[config.mk]
export PLATFORM = sky130hd
export DESIGN_NAME = ram_sp_ctrl
export DESIGN_NICKNAME = d
export VERILOG_FILES = /design/src/rtl/ram_sp_ctrl_pkg.sv /design/src/rtl/ram_sp_core.sv /design/src/rtl/ram_sp_ctrl.sv
export SDC_FILE = /design/constraint.sdc
export NUM_CORES = 2
export LEC_CHECK = 0
export ABC_AREA = 0
export CORE_MARGIN = 4
export CORE_UTILIZATION = 63
export DETAILED_ROUTE_END_ITERATION = 10
export GPL_TIMING_DRIVEN = 0
export PLACE_DENSITY_LB_ADDON = 0.08
export SKIP_CTS_REPAIR_TIMING = 1
export SLEW_MARGIN = 20
export SYNTH_ARGS = -nofsm -noshare
export SYNTH_HDL_FRONTEND = slang
export SYNTH_SLANG_ARGS = --single-unit
[constraint.sdc]
create_clock -name clock_50mhz -period 6.9 [get_ports clock_50mhz]
set_input_delay 0.69 -clock clock_50mhz [delete_from_list [all_inputs] [get_ports clock_50mhz]]
set_output_delay 0.69 -clock clock_50mhz [all_outputs]
set_load 0.03 [all_outputs]
[src/rtl/ram_sp_ctrl_pkg.sv]
// Shared types and constants for the single-port RAM controller.
// Parity storage is enabled by defining RAM_SP_CTRL_PARITY_EN.
package ram_sp_ctrl_pkg;

  typedef enum logic [0:0] {
    S_CLEAR = 1'b0,
    S_READY = 1'b1
  } state_e;

  localparam int unsigned DEF_DATA_W = 8;
  localparam int unsigned DEF_ADDR_W = 8;
  localparam int unsigned DEF_DEPTH  = 256;

  // Even parity; callers zero-extend narrower words, which leaves the result unchanged.
  function automatic logic even_parity(input logic [63:0] data);
    return ^data;
  endfunction

endpackage

[src/rtl/ram_sp_core.sv]
// Behavioural single-port array: one write port, registered read port.
// Written in the canonical block-RAM inference template.
module ram_sp_core
  import ram_sp_ctrl_pkg::*;
#(
  parameter int unsigned WIDTH  = DEF_DATA_W,
  parameter int unsigned ADDR_W = DEF_ADDR_W,
  parameter int unsigned DEPTH  = DEF_DEPTH
) (
  input  logic              clk,
  input  logic              we,
  input  logic              re,
  input  logic [ADDR_W-1:0] addr,
  input  logic [WIDTH-1:0]  wdata,
  output logic [WIDTH-1:0]  rdata
);

  logic [WIDTH-1:0] mem [DEPTH];

  // No reset on the array or read register so the tools can map them to block RAM.
  always_ff @(posedge clk) begin
    if (we) mem[addr] <= wdata;
    if (re) rdata <= mem[addr];
  end

endmodule

[src/rtl/ram_sp_ctrl.sv]
// Single-port RAM controller: clear sequencer, req/ready handshake, registered read path.
// Define RAM_SP_CTRL_PARITY_EN to store and check even parity per word.
module ram_sp_ctrl
  import ram_sp_ctrl_pkg::*;
#(
  parameter int unsigned      DATA_W    = DEF_DATA_W,
  parameter int unsigned      ADDR_W    = DEF_ADDR_W,
  parameter int unsigned      DEPTH     = DEF_DEPTH,
  parameter logic [DATA_W-1:0] CLEAR_VAL = '0
) (
  input  logic              clock_50mhz,
  input  logic              reset_n,
  input  logic              pin_req,
  input  logic              pin_write,
  input  logic [ADDR_W-1:0] pin_addr,
  input  logic [DATA_W-1:0] pin_dataIn,
  input  logic              pin_clear,
  input  logic              pin_par_flip,
  output logic              pin_ready,
  output logic              pin_busy,
  output logic              pin_valid,
  output logic [DATA_W-1:0] pin_dataOut,
  output logic              pin_err
);

`ifdef RAM_SP_CTRL_PARITY_EN
  localparam int unsigned MEM_W = DATA_W + 1;
`else
  localparam int unsigned MEM_W = DATA_W;
`endif

  localparam logic [ADDR_W:0]   DEPTH_L   = (ADDR_W + 1)'(DEPTH);
  localparam logic [ADDR_W-1:0] LAST_ADDR = ADDR_W'(DEPTH - 1);

  state_e            state_q, state_d;
  logic [ADDR_W-1:0] clr_addr_q, clr_addr_d;
  logic              rd_pend_q, rd_pend_d;
  logic              rd_oor_q, rd_oor_d;
  logic              valid_q;
  logic [DATA_W-1:0] data_q;
  logic              err_q;

  logic              in_range;
  logic              accept;
  logic              mem_we, mem_re;
  logic [ADDR_W-1:0] mem_addr;
  logic [MEM_W-1:0]  mem_wdata, mem_rdata;
  logic [MEM_W-1:0]  clear_word, wr_word;
  logic [DATA_W-1:0] rd_data;
  logic              rd_err;

  assign rd_data = mem_rdata[DATA_W-1:0];

`ifdef RAM_SP_CTRL_PARITY_EN
  assign clear_word = {even_parity(64'(CLEAR_VAL)), CLEAR_VAL};
  assign wr_word    = {even_parity(64'(pin_dataIn)) ^ pin_par_flip, pin_dataIn};
  assign rd_err     = even_parity(64'(rd_data)) ^ mem_rdata[DATA_W];
`else
  logic unused_par_flip;
  assign unused_par_flip = pin_par_flip;
  assign clear_word      = CLEAR_VAL;
  assign wr_word         = pin_dataIn;
  assign rd_err          = 1'b0;
`endif

  assign in_range  = {1'b0, pin_addr} < DEPTH_L;
  assign pin_ready = (state_q == S_READY) && !pin_clear;
  assign accept    = pin_req && pin_ready;
  assign pin_busy  = (state_q == S_CLEAR);

  always_comb begin
    state_d    = state_q;
    clr_addr_d = clr_addr_q;
    mem_we     = 1'b0;
    mem_re     = 1'b0;
    mem_addr   = pin_addr;
    mem_wdata  = wr_word;
    rd_pend_d  = 1'b0;
    rd_oor_d   = 1'b0;
    unique case (state_q)
      S_CLEAR: begin
        mem_we    = 1'b1;
        mem_addr  = clr_addr_q;
        mem_wdata = clear_word;
        if (clr_addr_q == LAST_ADDR) begin
          state_d    = S_READY;
          clr_addr_d = '0;
        end else begin
          clr_addr_d = clr_addr_q + 1'b1;
        end
      end
      S_READY: begin
        if (pin_clear) begin
          state_d    = S_CLEAR;
          clr_addr_d = '0;
        end else if (accept) begin
          // Out-of-range accesses are accepted but never touch the array.
          mem_we    = pin_write && in_range;
          mem_re    = !pin_write && in_range;
          rd_pend_d = !pin_write;
          rd_oor_d  = !in_range;
        end
      end
      default: state_d = S_CLEAR;
    endcase
  end

  always_ff @(posedge clock_50mhz or negedge reset_n) begin
    if (!reset_n) begin
      state_q    <= S_CLEAR;
      clr_addr_q <= '0;
      rd_pend_q  <= 1'b0;
      rd_oor_q   <= 1'b0;
      valid_q    <= 1'b0;
      data_q     <= '0;
      err_q      <= 1'b0;
    end else begin
      state_q    <= state_d;
      clr_addr_q <= clr_addr_d;
      rd_pend_q  <= rd_pend_d;
      rd_oor_q   <= rd_oor_d;
      valid_q    <= rd_pend_q;
      if (rd_pend_q) begin
        data_q <= rd_oor_q ? CLEAR_VAL : rd_data;
        err_q  <= !rd_oor_q && rd_err;
      end
    end
  end

  ram_sp_core #(
    .WIDTH (MEM_W),
    .ADDR_W(ADDR_W),
    .DEPTH (DEPTH)
  ) u_core (
    .clk  (clock_50mhz),
    .we   (mem_we),
    .re   (mem_re),
    .addr (mem_addr),
    .wdata(mem_wdata),
    .rdata(mem_rdata)
  );

  assign pin_valid   = valid_q;
  assign pin_dataOut = data_q;
  assign pin_err     = err_q;

endmodule

==> metrics.txt <==
status finished clean; Syn Area/Cell 21.04 um2; GR Overflow Total 0; vias in the first global route 40.33k; initial core utilization 63.56%; DRC violations left 0; main combinational cell family by area after synthesis multiplexers; Worst Reg-to-Reg Cells 11; Num CTS Buffers 199; IO Pins 34; RSZ-0062 raised after global routing false; worst hold start rd_pend_q; Pins Over Slew Limit 0; async set or reset register ratio after synthesis 0.9157%; mux cell area share after synthesis 14.39%; post-synthesis xor/xnor area fraction 0.03288%; pin count of the biggest net entering global routing 75; pre-CTS setup slack 982.6 ps; actual slew at the worst max-slew pin 1266 ps; post-detail-place hpwl 142.9 mm; CTS sink count 2075; routed vias 41.37k; final worst setup slack 1394 ps; Pleak 28.53 nW; Longest Clk Path Bufs 3; DIE AREA 132600 um2; worst-case clock skew 28.02 ps; Worst VDD drop 0.3026 mV; Synth cell types 50; cell taking the most area after synthesis edfxtp_1; Most used DFF post-synth edfxtp_1; worst path arrival time 6040 ps; EDFF count, synth 2056; Max Freq 181.6 MHz; top-area cell type share of the netlist area 77.25%; adder-cell share of the synthesized area 0.01566%; 1st-iter DRT viols 6376; hold path depth 0; Area growth syn-to-layout 11.98%; worst min path class flop to flop; Critical Path Start Type flop; Seq/Total Area, Yosys 77.85%; fin nets 4096; critical path peak fanout 10; WL/cell 36.14 um; synthesized instance count 3798; Tcrit/Tclk final 79.79%; initial antenna violation count 8; Crit path required time 7430 ps; Cells after DPL 5518; GPL Wtd Cong 0.9317; FF+latch area 62210 um2; R2R Path End u_core.rdata[1]; Tmin final 5506 ps; #FFs+latches synth 2075; # fillers 7443; yosys warns 0; first-pass GRT wire length 299.9 mm; hold endpoint pin_valid; synth top area cells edfxtp_1 (77%), mux4_2 (12%), mux2i_1 (2.0%); row cnt 130; relative slew slack 15.62%; syn_nets 3821; DRT Wirelength 212.9 mm; hold_ws 376.7 ps; Die W 364.2 um; Worst-Skew Late Latency 830 ps; area of the core 125700 um2; buffers added on ports 31; WS Path Type flop to flop; Cell Area, Synth 79920 um2; top-count cell post-synth edfxtp_1; Setup crit end kind flop; Final Hold Vio Count 0; fraction of layout cells with a size suffix above 1 21.40%; Multi-input gate area 16670 um2; vias per inst 7.021; Worst R2R Setup Slack 1390 ps; FF-to-FF Start state_q; Worst-path clk slew 60 ps; Pwr Density 370.2 nW/um2; chip height 364.2 um; compound-cell area share of the yosys netlist 3.728%; non-filler instance count after layout 5892; CTS H-Tree Depth 4; setup TNS 0 ps; 1st-pass router iterations 8; simple-gate portion of the synthesized area 2.630%; clock root buffer clkbuf_16; top cells by count, synth edfxtp_1 (2056), mux4_2 (432), nor2_1 (271); final design utilization 71.17%; Post-DRT Antenna Nets 0; # setup viols final 0; TritonCTS clock tree yes; GRT Util Overall 32.74%; max-cap viol count 0
==> per-layer routing <==
| metal | part of all wire, % | wire, um | vias up | track usage (%) |
|---|---|---|---|---|
| met1 | 37 | 79180 | 21610 | 47.13 |
| met3 | 12 | 25390 | 441 | 8.457 |
| met2 | 46 | 98090 | 2772 | 48.89 |
| met4 | 4.8 | 10260 | 4 | 13.75 |
| li1 | - | - | 16540 | - |
| met5 | 0.0094 | 20 | - | 0 |
==> how the worst max path moves through the flow <==
stage / depth (start not counted) / slack (ps) / endpoint / start
final: 11 / 1390 / u_core.rdata[1] / state_q
after global routing: 10 / 1250 / u_core.mem[104][3] / state_q
after CTS: 10 / 1560 / u_core.mem[120][1] / state_q
after detailed placement: 11 / 980 / u_core.rdata[1] / pin_addr[1]
after global placement: 6 / -3880 / u_core.mem[122][3] / state_q
after floorplan: 6 / 1270 / u_core.mem[0][0] / state_q
==> registers in the layout, summed over array words and instances, names as in the netlist <==
name and flops:
rd_pend_q 1, u_core.mem 2048, state_q 1, clr_addr_q 8, pin_valid 1, u_core.rdata 8, pin_dataOut 8
==> cells in the final DEF, fill, tap and decap left out, types with 9 or more instances in the layout <==
cell type,Yosys,final
a21oi_1,32,32
a221oi_1,80,80
a22oi_1,200,200
buf_1,12,11
buf_12,0,16
buf_16,0,16
buf_2,82,85
buf_4,21,25
buf_6,7,10
bufinv_16,0,14
clkbuf_1,98,127
clkbuf_16,0,205
clkbuf_2,0,18
clkdlybuf4s50_1,0,30
clkinv_1,0,47
clkinv_2,0,36
dfrtp_1,19,19
edfxtp_1,2056,2056
mux2_2,11,11
mux2i_1,163,162
mux4_2,432,432
nand2_1,139,139
nand4_1,32,32
nor2_1,271,271
o21ai_0,20,20
o41ai_1,9,9
==> cell type report <==
cell class | count | area share [%]
inverters | 6 | 0.02517
flip-flops and latches | 2075 | 69.52
repair buffers | 74 | 1.296
clock buffers | 255 | 5.976
plain buffers | 220 | 1.211
multi-input cells | 1497 | 18.62
diodes | 4 | 0.01119
clock inverters | 111 | 1.028
well taps | 1650 | 2.307
==> metrics by stage <==
stage,area (um2),power [W]
finish,89490,0.03313
global route,89480,0.03402
CTS,89430,0.03307
detailed placement,83170,0.02270
global placement,82290,0.02267
floorplan,79920,0.01945
==> critical path: stages, from the launching register on <==
cell and delay, ps:
dfrtp_1 480, buf_2 310, mux2_2 190, buf_2 330, buf_2 410, buf_1 810, mux4_2 420, a22oi_1 330
nand4_1 300, o21ai_0 560, o221ai_1 510, a2111o_1 520
==> cells by family (layout without fill, tap and decap cells) <==
| kind of cell | after synthesis | count (layout) |
|---|---|---|
| and+or+nand+nor | 494 | 494 |
| buffers and inverters | 226 | 666 |
| AOI/OAI and AO/OA | 391 | 391 |
| adders and majority gates | 1 | 1 |
| xor gates and xnor gates | 3 | 3 |
| DFF | 2075 | 2075 |
| other | 1 | 5 |
| muxes | 607 | 607 |
==> report_power, final <==
part	internal (W)	total (W)	switching, W	leakage (nW)
sequential	0.0141	0.0141	0.0000678	19.2
clock	0.00598	0.0106	0.00458	3.07
combinational	0.00307	0.00843	0.00537	6.23
total	0.0231	0.0331	0.0100	28.5
No activity file was read; power rests on OpenSTA's default activity.
